`src/rtl/dcache_tag_pkg.sv`:
```
// Shared constants and types for the dcache tag controller.
package dcache_tag_pkg;

  localparam int unsigned INDEX_WIDTH = 4;
  localparam int unsigned TAG_WIDTH   = 22;
  localparam int unsigned ENTRY_WIDTH = TAG_WIDTH + 2;
  localparam int unsigned NUM_SETS    = 1 << INDEX_WIDTH;

  // Stored tag word: bit 23 valid, bit 22 dirty, bits 21:0 tag.
  typedef struct packed {
    logic                 valid;
    logic                 dirty;
    logic [TAG_WIDTH-1:0] tag;
  } tag_entry_t;

  typedef enum logic {
    CLEAR = 1'b0,
    READY = 1'b1
  } state_e;

endpackage

```
`src/rtl/dcache_tag_ctrl_if.sv`:
```
// Pipeline-side lookup / response / update bundle for the tag controller.
interface dcache_tag_ctrl_if;
  import dcache_tag_pkg::*;

  logic                   lkp_valid;
  logic                   lkp_ready;
  logic [INDEX_WIDTH-1:0] lkp_index;
  logic [TAG_WIDTH-1:0]   lkp_tag;

  logic                   resp_valid;
  logic                   resp_hit;
  logic                   resp_valid_bit;
  logic                   resp_dirty;
  logic [TAG_WIDTH-1:0]   resp_tag;

  logic                   upd_valid;
  logic                   upd_ready;
  logic [INDEX_WIDTH-1:0] upd_index;
  tag_entry_t             upd_entry;

  modport master (
    output lkp_valid, lkp_index, lkp_tag, upd_valid, upd_index, upd_entry,
    input  lkp_ready, upd_ready,
    input  resp_valid, resp_hit, resp_valid_bit, resp_dirty, resp_tag
  );

  modport slave (
    input  lkp_valid, lkp_index, lkp_tag, upd_valid, upd_index, upd_entry,
    output lkp_ready, upd_ready,
    output resp_valid, resp_hit, resp_valid_bit, resp_dirty, resp_tag
  );

endinterface

```
`src/rtl/dcache_tag_ctrl.sv`:
```
// Tag SRAM sequencer: clear sweep, one lookup and one update per cycle,
// same-cycle update-to-lookup forwarding.
module dcache_tag_ctrl
  import dcache_tag_pkg::*;
(
  input  logic                   clk,
  input  logic                   rst,
  input  logic                   inv_all,
  output logic                   init_done,
  dcache_tag_ctrl_if.slave       bus,
  output logic                   sram_csb0,
  output logic                   sram_web0,
  output logic [INDEX_WIDTH-1:0] sram_addr0,
  output logic [ENTRY_WIDTH-1:0] sram_din0,
  input  logic [ENTRY_WIDTH-1:0] sram_dout0,
  output logic                   sram_csb1,
  output logic [INDEX_WIDTH-1:0] sram_addr1,
  input  logic [ENTRY_WIDTH-1:0] sram_dout1
);

  state_e                 state_q, state_d;
  logic [INDEX_WIDTH-1:0] idx_q, idx_d;
  logic                   wr_q;
  logic                   resp_valid_q;
  logic                   fwd_q;
  tag_entry_t             fwd_entry_q;
  logic [TAG_WIDTH-1:0]   tag_q;

  logic                   ready_c;
  logic                   lkp_fire_c;
  logic                   upd_fire_c;
  tag_entry_t             resp_entry_c;
  logic                   unused_dout0;

  // Port 0 read data has no consumer.
  assign unused_dout0 = ^sram_dout0;

  // State and sweep-index register.
  always_ff @(posedge clk) begin
    if (rst) begin
      state_q <= CLEAR;
      idx_q   <= '0;
    end else begin
      state_q <= state_d;
      idx_q   <= idx_d;
    end
  end

  // Next state: sweep all sets, then serve until invalidate-all.
  always_comb begin
    state_d = state_q;
    idx_d   = idx_q;
    case (state_q)
      CLEAR: begin
        idx_d = idx_q + INDEX_WIDTH'(1);
        if (idx_q == INDEX_WIDTH'(NUM_SETS - 1)) begin
          state_d = READY;
          idx_d   = '0;
        end
      end
      READY: begin
        if (inv_all) begin
          state_d = CLEAR;
          idx_d   = '0;
        end
      end
      default: begin
        state_d = CLEAR;
        idx_d   = '0;
      end
    endcase
  end

  // SRAM pin sequencing and handshake; everything idles while rst is high.
  always_comb begin
    init_done  = 1'b0;
    ready_c    = 1'b0;
    lkp_fire_c = 1'b0;
    upd_fire_c = 1'b0;
    sram_csb0  = 1'b1;
    sram_web0  = 1'b1;
    sram_addr0 = '0;
    sram_din0  = '0;
    sram_csb1  = 1'b1;
    sram_addr1 = '0;
    if (!rst) begin
      case (state_q)
        CLEAR: begin
          sram_csb0  = 1'b0;
          sram_web0  = 1'b0;
          sram_addr0 = idx_q;
        end
        READY: begin
          init_done  = 1'b1;
          ready_c    = ~inv_all;
          upd_fire_c = bus.upd_valid & ready_c;
          lkp_fire_c = bus.lkp_valid & ready_c;
          if (upd_fire_c) begin
            sram_csb0  = 1'b0;
            sram_web0  = 1'b0;
            sram_addr0 = bus.upd_index;
            sram_din0  = bus.upd_entry;
          end else if (wr_q) begin
            // Registered write enable is sticky: select once with web0=1.
            sram_csb0 = 1'b0;
          end
          if (lkp_fire_c) begin
            sram_csb1  = 1'b0;
            sram_addr1 = bus.lkp_index;
          end
        end
        default: ;
      endcase
    end
  end

  assign bus.lkp_ready = ready_c;
  assign bus.upd_ready = ready_c;

  // Lookup context for the response cycle, plus write-history for disarm.
  always_ff @(posedge clk) begin
    if (rst) begin
      resp_valid_q <= 1'b0;
      fwd_q        <= 1'b0;
      fwd_entry_q  <= '0;
      tag_q        <= '0;
      wr_q         <= 1'b0;
    end else begin
      resp_valid_q <= lkp_fire_c;
      wr_q         <= ~sram_csb0 & ~sram_web0;
      if (lkp_fire_c) begin
        tag_q       <= bus.lkp_tag;
        fwd_q       <= upd_fire_c & (bus.upd_index == bus.lkp_index);
        fwd_entry_q <= bus.upd_entry;
      end
    end
  end

  // Response: forwarded entry or SRAM read data against the registered tag.
  always_comb begin
    resp_entry_c = fwd_q ? fwd_entry_q : tag_entry_t'(sram_dout1);
  end

  assign bus.resp_valid     = resp_valid_q & ~rst;
  assign bus.resp_hit       = resp_entry_c.valid & (resp_entry_c.tag == tag_q);
  assign bus.resp_valid_bit = resp_entry_c.valid;
  assign bus.resp_dirty     = resp_entry_c.dirty;
  assign bus.resp_tag       = resp_entry_c.tag;

endmodule

```
`src/flat_wrapper.sv`:
```
// flat-port wrapper written by rule: the top's interface ports become plain ports
module dcache_tag_ctrl_flat import dcache_tag_pkg::*;
  (clk, rst, inv_all, init_done, sram_csb0, sram_web0, sram_addr0, sram_din0, sram_dout0, sram_csb1, sram_addr1, sram_dout1, bus_lkp_valid, bus_lkp_index, bus_lkp_tag, bus_upd_valid, bus_upd_index, bus_upd_entry, bus_lkp_ready, bus_upd_ready, bus_resp_valid, bus_resp_hit, bus_resp_valid_bit, bus_resp_dirty, bus_resp_tag);
  dcache_tag_ctrl_if bus_i ();
  input  logic clk;
  input  logic rst;
  input  logic inv_all;
  output logic init_done;
  output logic sram_csb0;
  output logic sram_web0;
  output logic [INDEX_WIDTH-1:0] sram_addr0;
  output logic [ENTRY_WIDTH-1:0] sram_din0;
  input  logic [ENTRY_WIDTH-1:0] sram_dout0;
  output logic sram_csb1;
  output logic [INDEX_WIDTH-1:0] sram_addr1;
  input  logic [ENTRY_WIDTH-1:0] sram_dout1;
  input wire logic [$bits(bus_i.lkp_valid)-1:0] bus_lkp_valid;
  input wire logic [$bits(bus_i.lkp_index)-1:0] bus_lkp_index;
  input wire logic [$bits(bus_i.lkp_tag)-1:0] bus_lkp_tag;
  input wire logic [$bits(bus_i.upd_valid)-1:0] bus_upd_valid;
  input wire logic [$bits(bus_i.upd_index)-1:0] bus_upd_index;
  input wire logic [$bits(bus_i.upd_entry)-1:0] bus_upd_entry;
  output wire logic [$bits(bus_i.lkp_ready)-1:0] bus_lkp_ready;
  output wire logic [$bits(bus_i.upd_ready)-1:0] bus_upd_ready;
  output wire logic [$bits(bus_i.resp_valid)-1:0] bus_resp_valid;
  output wire logic [$bits(bus_i.resp_hit)-1:0] bus_resp_hit;
  output wire logic [$bits(bus_i.resp_valid_bit)-1:0] bus_resp_valid_bit;
  output wire logic [$bits(bus_i.resp_dirty)-1:0] bus_resp_dirty;
  output wire logic [$bits(bus_i.resp_tag)-1:0] bus_resp_tag;
  assign bus_i.lkp_valid = bus_lkp_valid;
  assign bus_i.lkp_index = bus_lkp_index;
  assign bus_i.lkp_tag = bus_lkp_tag;
  assign bus_i.upd_valid = bus_upd_valid;
  assign bus_i.upd_index = bus_upd_index;
  assign bus_i.upd_entry = bus_upd_entry;
  assign bus_lkp_ready = bus_i.lkp_ready;
  assign bus_upd_ready = bus_i.upd_ready;
  assign bus_resp_valid = bus_i.resp_valid;
  assign bus_resp_hit = bus_i.resp_hit;
  assign bus_resp_valid_bit = bus_i.resp_valid_bit;
  assign bus_resp_dirty = bus_i.resp_dirty;
  assign bus_resp_tag = bus_i.resp_tag;
  dcache_tag_ctrl u_core (.clk(clk), .rst(rst), .inv_all(inv_all), .init_done(init_done), .bus(bus_i), .sram_csb0(sram_csb0), .sram_web0(sram_web0), .sram_addr0(sram_addr0), .sram_din0(sram_din0), .sram_dout0(sram_dout0), .sram_csb1(sram_csb1), .sram_addr1(sram_addr1), .sram_dout1(sram_dout1));
endmodule
```
`config.mk`:
```
export PLATFORM = sky130hd
export DESIGN_NAME = dcache_tag_ctrl_flat
export DESIGN_NICKNAME = d
export VERILOG_FILES = /design/src/rtl/dcache_tag_pkg.sv /design/src/rtl/dcache_tag_ctrl_if.sv /design/src/rtl/dcache_tag_ctrl.sv /design/src/flat_wrapper.sv
export SDC_FILE = /design/constraint.sdc
export NUM_CORES = 1
export LEC_CHECK = 0
export CORE_UTILIZATION = 35
export DETAILED_ROUTE_END_ITERATION = 6
export PLACE_DENSITY = 0.8
export RECOVER_POWER = 25
export SYNTH_ARGS = -nofsm -noshare
export SYNTH_HDL_FRONTEND = slang
export SYNTH_SLANG_ARGS = --single-unit
```
`constraint.sdc`:
```
create_clock -name clk -period 2 [get_ports clk]
set_clock_uncertainty 0.15 [all_clocks]
set_input_delay 0.2 -clock clk [delete_from_list [all_inputs] [get_ports clk]]
set_output_delay 0.2 -clock clk [all_outputs]
set_load 0.01 [all_outputs]
```
# [Yosys cells after proc, flatten, opt, wreduce, memory -nomap -nowiden]
# Cells that the tools add are included.
[totals] inputBits=107 reg_bits=54 wordCells=59 out_inout_bits=64
[classes] addsub=1 eq_ne=4 n_mux=34 n_bitwise=11
[op_table] op="$mux 24" count=4
[op_table] op="$mux 4" count=7
[op_table] op="$eq 22x22->1" count=1
[op_table] op="$mux 1" count=18
[op_table] op="$pmux 4 s2" count=2
[op_table] op="$and 1x1->1" count=6
[op_table] op="$pmux 1 s2" count=3
[op_table] op="$not 1->1" count=5
[op_table] op="$add 4x1->4 const B" count=1
[op_table] op="$eq 4x4->1" count=1
[op_table] op="$eq 4x4->1 const B" count=1
[op_table] op="$ne 2x2->1 const B" count=1

# [Depth between registers and ports, before layout]
# Gate-level depths: netlist of the first run.
[logic_depth] word_depth=7 ltp_mapped=7 mapped_depth_nobuf=6

# [Least setup slack after synthesis of the first run]
# OpenSTA, ideal clock, no wires.
[synth_path] kind="reg2out" start="reg u_core.fwd_q" end="out bus_resp_hit" path_buffers=2 required_time_ns=1.650 path_stages_with_launch=8 slack_ns=-0.034 t_arrival_ns=1.684 cell_sequence="dfxtp_1 > buf_6 > buf_2 > mux2_1 > xor2_1 > nor4_2 > nand4_1 > nor4_2"
[synth_between] elab_chain_len=3
[synth_rtl] item="start: declaration" line_no="dcache_tag_ctrl.sv:25" text="logic fwd_q;"
[synth_rtl] item="start signal: assignment" line_no="dcache_tag_ctrl.sv:133" text="fwd_q <= upd_fire_c & (bus.upd_index == bus.lkp_index);"
[synth_rtl] item="$mux 24" line_no="dcache_tag_ctrl.sv:141" text="resp_entry_c = fwd_q ? fwd_entry_q : tag_entry_t'(sram_dout1);"
[synth_rtl] item="net bus_resp_tag[10]" line_no="flat_wrapper.sv:29" text="output wire logic [$bits(bus_i.resp_tag)-1:0] bus_resp_tag;"
[synth_rtl] item="$eq 22x22->1" line_no="dcache_tag_ctrl.sv:145" text="assign bus.resp_hit = resp_entry_c.valid & (resp_entry_c.tag == tag_q);"
[synth_rtl] item="$and 1x1->1" line_no="dcache_tag_ctrl.sv:145"
[synth_rtl] item="end: declaration" line_no="flat_wrapper.sv:26" text="output wire logic [$bits(bus_i.resp_hit)-1:0] bus_resp_hit;"
# The timed path passes the listed nets, and every way through them passes these cells.

# [Worst setup path after layout of the first run]
[layout_path] start="reg u_core.fwd_q" end="out bus_resp_hit"
[layout_between] elab_chain_len=3
[layout_rtl] item="$mux 24 *" line_no="dcache_tag_ctrl.sv:141"
[layout_rtl] item="$eq 22x22->1" line_no="dcache_tag_ctrl.sv:145"
[layout_rtl] item="$and 1x1->1 *" line_no="dcache_tag_ctrl.sv:145"
# Every way passes the cells marked *; elsewhere a longest branch is shown, timed or not.

==> metrics.yaml, run 1 <==
synth:
  async_reset_ff_share_pct: 0
  synth_compound_area_share_pct: 12.7
  synth_top_family_by_area: "simple AND/OR/NAND/NOR gates"
  synth_seq_area_share_pct: 38.7
  synth-adder-area-share_pct: 0.447
  syn_area_mm2: 0.00280
  yosys_warnings: 0
  synth_cell_types: 34
  synth.mux.area_fraction_pct: 9.80
  synth_edf_count: 0
  ys.flop_type: "dfxtp_1"
  synthXorXnorAreaFrac_pct: 7.83
  syn_inst: 347
  synth_simple_gate_area_share_pct: 25.4
  syn_area_per_cell_um2: 8.06
  synthesis.nets: 455
  synth-seq-cells: 54
worst_hold_path:
  min_to: "u_core.tag_q[19]$_SDFFE_PP0P_"
  holdPathStages: 3
  min-delay-start: "bus_lkp_tag[19]"
  hold_class: "input port to register"
clock_tree:
  clk_latency_ns: 0.30
  root_buffer: "clkbuf_8"
  htree_levels: 2
  cts.clk_slew.worst_paths_ns: 0.09
  cts_buffers: 5
  cts.sinks: 54
  cts_buffer_depth: 2
  cts_tree: "done"
final_layout:
  finalInstanceArea_mm2: 0.00451
  layout.nets: 612
  antenna_cells: 0
  drive_gt1_share_pct: 16.4
  fillerInstances: 727
  fin_util_pct: 58.3
  syn_to_final_growth_pct: 61.1
pwr:
  p_leak_nw: 1.91
  peakVddDrop_v: 0.000284
  p_per_area_mw_per_mm2: 460
sta:
  min_period_ns: 2.50
  fmax_ghz: 0.401
  grt_setup_unrepaired: "true"
  period_share_pct: 125
  drv_slew: 0
  slew_headroom_pct: 69.1
  hold_viol: 0
  tightest_slew_ns: 0.464
  fin_ws_ns: -0.496
  setup_viol: 38
run_status:
  outcome: "finished, violations left"
  violations: "negative setup slack"
route:
  wl_per_cell_um: 14.2
  drt_iter0_drc: 73
  top_layer_used: "met4"
  drc: 0
  ant_nets: 0
  met1Wirelength_mm: 3.66
  wl_met2_mm: 4.17
  drt-vias-per-instance: 4.80
  wl_met3_um: 603
  drt_wl_total_mm: 8.61
  first_pass_iters: 4
  vias: 2912
global_route:
  antenna_found_initial: 0
  grt_pass1_wl_mm: 13.6
  grt.overflow.total: 0
  grt_use_total_pct: 20.8
  grt_pass1_vias: 2818
  grt_max_degree: 70
placed_design:
  place_area_mm2: 0.00446
  finalWeightedCongestion: 0.870
  place_ws_ns: -0.646
  dp_hpwl_mm: 6.38
  port_buffers: 146
setup_path:
  endpoint_kind: "output port"
  rrSetupSlack_ns: 0.22
  crit_arrival_ns: 2.15
  r2r_start: "u_core.state_q$_SDFF_PP0_"
  r2r_cells: 6
  cp-start-kind: "register"
  critPathMaxFanout: 7
  path_class: "register to output port"
  reg2reg_to: "u_core.tag_q[21]$_SDFFE_PP0P_"
  cp.required_ns: 1.65
floorplanning:
  die_h_um: 91.4
  die_w_um: 91.4
  coreArea_mm2: 0.00773
  rows: 32
  die_area_mm2: 0.00835
  io_pins: 171
  start_util_pct: 36.2
job:
  cap_violations: 0
==> what timing repair did <==
item,in CTS,in global routing
hold buffers,0,0
endpoints found under the setup margin,60,23
resized for setup,92,39
gates cloned,1,0
buffers inserted,4,0
pin swaps,3,2
==> worst max-delay path: stages (launching register included) <==
cell and delay [ns]:
dfxtp_2 0.34, buf_6 0.15, buf_8 0.14, mux2_2 0.36, xor2_1 0.16, nor3_2 0.23, nand4_1 0.16, nor4_2 0.15
buf_2 0.16
==> flip-flops by register name, indices dropped and copies added, names as in the netlist <==
name,flops
u_core.wr_q,1
u_core.tag_q,22
u_core.resp_valid_q,1
u_core.fwd_entry_q,24
u_core.idx_q,4
u_core.fwd_q,1
u_core.state_q,1
==> area by class of cell <==
type,instances,area [um2],share of cell area [%]
clock buffers,7,86.3,1.92
clock inverters,1,5.00,0.111
inverters,5,18.8,0.417
multi-input cells,264,1590,35.3
flip-flops and latches,54,1080,24.0
well taps,102,128,2.83
repair buffers,174,1590,35.4
==> how the worst max path moves through the flow <==
stage,startpoint,cells past startpoint,end,slack (ns)
6_report,u_core.fwd_q$_SDFFE_PP0P_,8,bus_resp_hit,-0.50
5_1_grt,u_core.fwd_q$_SDFFE_PP0P_,8,bus_resp_hit,-0.63
4_1_cts,u_core.fwd_q$_SDFFE_PP0P_,8,bus_resp_hit,-0.52
3_5_place_dp,u_core.fwd_q$_SDFFE_PP0P_,7,bus_resp_hit,-0.65
3_3_place_gp,u_core.fwd_q$_SDFFE_PP0P_,7,bus_resp_hit,-0.63
2_1_floorplan,u_core.fwd_q$_SDFFE_PP0P_,7,bus_resp_hit,-0.03
==> placed cells by master (no fill, tap or decap), types with 4 or more instances in the layout <==
cell type / instances
dlygate4sd2_1: 28
inv_1: 5
mux2_2: 13
a21oi_1: 5
mux2_4: 9
clkdlybuf4s50_1: 86
buf_4: 18
and3_1: 4
nand2_1: 96
xor2_1: 21
and2_1: 24
a22o_1: 4
nor2_1: 7
nand2b_1: 4
clkdlybuf4s15_1: 8
buf_6: 5
o21ai_0: 48
clkbuf_8: 6
clkbuf_2: 17
dfxtp_1: 53
xnor2_1: 4
==> Yosys cell counts, drive strengths merged, types with 3 or more instances <==
master / count / share of area, %
nand2b: 5 / 1.1
a22o: 4 / 1.3
buf: 10 / 2.6
xnor2: 4 / 1.3
and2: 25 / 5.6
and3: 4 / 0.89
a21oi: 5 / 0.89
clkbuf: 14 / 1.9
mux2: 22 / 9.8
nand3: 3 / 0.54
nand2: 96 / 13
o21ai: 48 / 8.6
inv: 5 / 0.67
dfxtp: 54 / 39
o211ai: 3 / 0.81
nor2b: 3 / 0.67
nor4: 5 / 1.8
nor2: 7 / 0.94
xor2: 21 / 6.6
==> metal layers <==
layer  global-route usage, %  up-vias
met5                       0        -
met4                    6.08        0
met3                    5.19       16
met2                    36.5      117
met1                    24.9     1323
li1                        -     1456
==> metrics by stage <==
| step | hold WS (ns) | TNS, ns | instances | power, mW |
|---|---|---|---|---|
| after global placement | 0.293 | -5.79 | 594 | 1.49 |
| final | 0.299 | -6.92 | 607 | 2.07 |
| after global routing | 0.310 | -12.16 | 607 | 2.15 |
| after CTS | 0.298 | -0.866 | 607 | 2.10 |
| after floorplan | 0.159 | -0.0338 | 347 | 1.22 |
| after detailed placement | 0.301 | -6.16 | 594 | 1.49 |
==> cells by family after synthesis <==
kind of cell,count (synthesis)
simple gates,152
compound gates,64
flops,54
buf+inv,29
xor+xnor,25
mux,22
fa+ha+maj,1
==> report_power, final <==
| group | leakage (nW) | internal [mW] | switching, mW |
|---|---|---|---|
| registers | 0.436 | 1.08 | 0.00754 |
| logic | 1.43 | 0.232 | 0.129 |
| clock network | 0.0482 | 0.280 | 0.342 |
Note: power is estimated with default switching activity, not from simulation.
==> run 2, diff against run 1 <==
--- a/config.mk
+++ b/config.mk
@@ -5,9 +5,9 @@
 export SDC_FILE = /design/constraint.sdc
 export NUM_CORES = 1
 export LEC_CHECK = 0
-export CORE_UTILIZATION = 35
+export CORE_UTILIZATION = 30
 export DETAILED_ROUTE_END_ITERATION = 6
-export PLACE_DENSITY = 0.8
+export PLACE_DENSITY = 0.71
 export RECOVER_POWER = 25
 export SYNTH_ARGS = -nofsm -noshare
 export SYNTH_HDL_FRONTEND = slang
==> constraint.sdc (replaced) <==
create_clock -name clk -period 2.7 [get_ports clk]
set_clock_uncertainty 0.15 [all_clocks]
set_input_delay 0.27 -clock clk [delete_from_list [all_inputs] [get_ports clk]]
set_output_delay 0.27 -clock clk [all_outputs]
set_load 0.01 [all_outputs]
==> run 2 against run 1 <==
Net effect:
- the flow finishes with violations (design-rule violations)
- routed wire length down 1.6%
- clock power decreased by 12%
- utilization is 5.6 points lower
- sequential share of layout area decreased by 0.89 points
- sequential cell count unchanged
- global-route usage down 3.5 points
- critical path depth stayed put
- combinational power fell by 20%
- first-iteration DRC count is 96% higher
- sequential power is 26% lower
- critical path type unchanged
- largest cell class unchanged
- largest power group unchanged
==> metrics.yaml, run 2 (synthesized netlist as in run 1, its figures left out) <==
sta:
  min_period_ns: 2.69
  hold_viol: 0  # unchanged
  period_share_pct: 99.7
  setup_viol: 0  # -100%
  whs_ns: 0.313  # +0.0144 ns
  slew_headroom_pct: 43.7  # -25 points
  drv_slew: 0  # unchanged
  fmax_ghz: 0.371
  tightest_slew_ns: 0.845  # +0.381 ns
  tns_ns: 0  # +6.92 ns
  grt_setup_unrepaired: "true"
clock_tree:
  root_buffer: "clkbuf_8"
  cts_buffer_depth: 2  # unchanged
  cts_tree: "done"
  clk_latency_ns: 0.30  # about the same
  cts.clk_slew.worst_paths_ns: 0.10  # about the same
  htree_levels: 2  # unchanged
  cts.sinks: 54  # unchanged
  cts_buffers: 5  # unchanged
route:
  first_pass_iters: 6  # +2
  drt_iter0_drc: 143  # +96%
  drt_wl_total_mm: 8.47  # -1.6%
  wl_per_cell_um: 13.9  # -1.9%
  ant_nets: 0  # unchanged
  vias: 2812  # -3.4%
  drt-vias-per-instance: 4.62  # -3.8%
  drc: 10  # +10
run_status:
  outcome: "finished, violations left"
  violations: "design-rule violations"
floorplanning:
  die_area_mm2: 0.00971  # +16%
  rows: 34  # +6.3%
  start_util_pct: 31.5  # -4.7 points
  coreArea_mm2: 0.00889  # +15%
  die_h_um: 98.5  # +7.8%
  io_pins: 171  # unchanged
  die_w_um: 98.5  # +7.8%
global_route:
  grt_use_total_pct: 17.4  # -3.5 points
  antenna_found_initial: 1  # +1
  grt_pass1_vias: 2819  # +0.035%
  grt.overflow.total: 0  # unchanged
  grt_pass1_wl_mm: 13.7  # +0.25%
  grt_max_degree: 94  # +34%
setup_path:
  r2r_cells: 5  # -1
  path_buf_inv: 3  # unchanged
  cp.required_ns: 2.28  # +0.63 ns
  cp_slowest_cell: "dfxtp_4"
  cp_num_cells: 8  # unchanged
  endpoint_kind: "output port"
  critPathMaxFanout: 5  # -2
  crit_arrival_ns: 2.27  # +0.12 ns
  path_class: "register to output port"
  path_cells: "buf_12, mux2_4, xor2_2, nor4_4, buf_4, o211ai_1, nor4_2, buf_2"
  path_delay_family: "simple AND/OR/NAND/NOR gates"
  cp-start-kind: "register"
  slowest_delay_ns: 0.40  # +0.04 ns
placed_design:
  finalWeightedCongestion: 0.784  # -9.8%
  dp_hpwl_mm: 6.15  # -3.6%
  port_buffers: 146  # unchanged
pwr:
  p_per_area_mw_per_mm2: 350  # -24%
  peakVddDrop_v: 0.000294  # +3.4%
  p_leak_nw: 1.80  # -6.0%
final_layout:
  drive_gt1_share_pct: 13.0  # -3.5 points
  mostFrequentLayoutCell: "clkdlybuf4s50_1"
  antenna_cells: 0  # unchanged
  largest_reg_flops: 24  # unchanged
  top_register: "u_core.fwd_entry_q"
  layout_common_cells: "clkdlybuf4s50_1 (143), nand2_1 (96), dfxtp_1 (53)"
  syn_to_final_growth_pct: 67.7
  reg.largest.list: "u_core.fwd_entry_q x24, u_core.tag_q x22, u_core.idx_q x4"
  layout.nets: 608  # -0.65%
job:
  cap_violations: 0  # unchanged
worst_hold_path:
  holdPathStages: 2  # -1
  hold_class: "register to register"
run 2: where the power goes:
| part | total (mW) | switching, mW | internal (mW) |
|---|---|---|---|
| clock | 0.548 | 0.272 | 0.276 |
| sequential | 0.804 | 0.00491 | 0.800 |
| combinational | 0.287 | 0.0963 | 0.191 |
run 2: worst register-to-register path, stage by stage (launching register included):
cell      delay [ns]
dfxtp_1         0.54
nand2b_1        0.16
nor2_1          0.37
and2_2          0.23
clkbuf_4        0.66
o21ai_0         0.27
run 2: final timing paths:
check / start / to / slack [ns]
hold / removal: u_core.fwd_entry_q[8]$_SDFFE_PP0P_ / u_core.fwd_entry_q[8]$_SDFFE_PP0P_ / 0.31
setup reg to reg: u_core.state_q$_SDFF_PP0_ / u_core.fwd_entry_q[2]$_SDFFE_PP0P_ / 0.17
hold reg to reg: u_core.fwd_entry_q[8]$_SDFFE_PP0P_ / u_core.fwd_entry_q[8]$_SDFFE_PP0P_ / 0.31
setup / recovery: u_core.fwd_q$_SDFFE_PP0P_ / bus_resp_hit / 0.008
run 2: what timing repair did:
| action | 4_1_cts | 5_1_grt |
|---|---|---|
| gates resized for setup | 23 | 3 |
| hold buffers | 0 | 0 |
| buffers inserted | 6 | 0 |
| cloned | 1 | 0 |
| pin swaps | 8 | 3 |
| endpoints found under the setup margin | 1 | 2 |
run 2: final cells by class:
cell class | instances | area [um2]
inverters | 5 | 18.8
clock buffers | 5 | 68.8
multi-input cells | 264 | 1640
well taps | 108 | 135
fillers | 842 | 4200
clock inverters | 3 | 45.0
repair buffers | 170 | 1700
flip-flops and latches | 54 | 1080
run 2: routing by layer:
layer  up-vias  global-route usage, %  wire length [um]
met5         -                      0                 0
met4         0                   2.64                15
met3         2                   4.18               666
met2        98                   30.1              4040
met1      1263                   22.3              3750
li1       1449                      -                 -
run 2: stage by stage:
step	utilization, %	setup WS (ns)	instance area [um2]	total power, mW	instances
after global placement	49.8	-0.286	4420	1.10	594
after floorplan	-	0.596	2800	0.904	347
after CTS	52.8	-0.0341	4690	1.67	609
after detailed placement	49.8	-0.284	4420	1.10	594
final	52.7	0.00777	4690	1.64	609
after global routing	52.7	-0.146	4690	1.72	609
==> RTL change (settings of run 2) <==
Reset style: asynchronous (`rst`), changed in 2 clocked blocks.
--- a/src/rtl/dcache_tag_ctrl.sv
+++ b/src/rtl/dcache_tag_ctrl.sv
@@ -38,3 +38,3 @@
   // State and sweep-index register.
-  always_ff @(posedge clk) begin
+  always_ff @(posedge clk or posedge rst) begin
     if (rst) begin
@@ -120,3 +120,3 @@
   // Lookup context for the response cycle, plus write-history for disarm.
-  always_ff @(posedge clk) begin
+  always_ff @(posedge clk or posedge rst) begin
     if (rst) begin
Function: same outputs for any inputs over 10 cycles, from zero or initial values and one cycle with rst high; that may be too few to reach the edited logic, so the function may still have changed.
==> RTL change against run 2 <==
Setup slack improved by 0.017 ns; sequential cell count did not move; core utilization fell by 2.7 points; wire length rose by 12%; cell area rose by 3.3%; final cell count rose by 5.3%; synthesized cell count did not move; synthesized area rose by 6.7%; highest routed layer unchanged.
Power is not compared: it rests on default switching activity, and its combinational part moved more than twofold at a synthesized area within 25%.
==> RTL change: results (changes against run 2) <==
metric,value,unit,change
Post-CTS Setup Inserts,2,,-4
First-pass DRT Iterations,5,,-1
"Slowest-stage cell, CP",dfrtp_1,,
fraction of area in multi-input gates,31.9,%,-3.0 points
Hold Crit Class,register to register,,
"Max FO, Critical Path",6,,+1
met3 routed WL,483,um,-27%
first-pass GRT wire length,14700,um,+7.5%
Post-synth top cells,"nand2_1, dfrtp_1, and3_1",,
Slew @ Worst Pin,1.36,ns,+0.511 ns
Non-clk bufs,172,,+1.2%
Post-Route WL,9470,um,+12%
Inverters,6,,+1
Overall Global Routing Usage,18.6,%,+1.2 points
Nets,615,,+1.2%
Regs by FF count,"u_core.fwd_entry_q (24), u_core.tag_q (22), u_core.idx_q (4)",,
Die Wd,102,um,+3.2%
met2 WL,4730,um,+17%
cts repair resizes,8,,-65%
placed cell count,630,,+6.1%
Placer Congestion,0.799,,+1.9%
metal1 wirelength,4210,um,+12%
dpl ws,-0.214,ns,+0.0696 ns
CP peak stage delay,0.42,ns,+0.02 ns
"Seq/Total Area, Yosys",45.3,%,+6.6 points
Synth area leaders,"dfrtp_1, nand2_1, mux2_2",,
NonClk Buf Share,34.3,%,-1.9 points
clkbuf count,6,,+1
asr flop ratio synth,100,%,+100 points
antenna violations before repair,0,,-1
ClkCell Share,1.96,%,-0.47 points
share of cells above drive strength 1,13.0,%,+0.018 points
status,"complete, no violations",,
DP HPWL,7220,um,+17%
vias in the first global route,2951,,+4.7%
Multi-input comb cells,268,,+1.5%
global routing usage on met2,32.3,%,+2.2 points
routed len/inst,14.8,um,+6.2%
largest net degree at the start of global routing,55,,-41%
Detailed Route Iter0 Violations,83,,-42%
GR Util met3,3.86,%,-0.32 points
Yosys cell types,32,,-5.9%
Layout Utilization,50.0,%,-2.7 points
grt met1 use,24.2,%,+1.9 points
sequential cell area,0.00135,sq mm,+25%
Vias/cell,4.51,,-2.4%
area post-placement,0.00471,sq mm,+6.4%
FILL cells,923,,+9.6%
[RTL change: logic make-up after synthesis]
family	synth area share, %
and+or+nand+nor	29.9
DFF	45.3
xor gates and xnor gates	7.63
buffers and inverters	3.98
muxes	9.85
AOI/OAI and AO/OA	2.89
adders and majority gates	0.419
[RTL change: critical path, delay by kind of cell (launching register included)]
kind,cells,cell delay [ns]
and+or+nand+nor,3,0.71
DFF,1,0.42
buffers and inverters,2,0.34
muxes,1,0.32
xor gates and xnor gates,1,0.16
[RTL change: final timing paths]
path	from	end	slack [ns]	depth (start not counted)
setup / recovery	u_core.fwd_q	bus_resp_hit	0.02	7
setup reg to reg	u_core.state_q	u_core.tag_q[4]	0.33	8
min in group asynchronous	rst	u_core.fwd_entry_q[9]	0.96	4
hold reg to reg	u_core.fwd_entry_q[22]	u_core.fwd_entry_q[22]	0.33	2
hold / removal	u_core.fwd_entry_q[22]	u_core.fwd_entry_q[22]	0.33	2
max in group asynchronous	rst	u_core.tag_q[5]	0.63	4
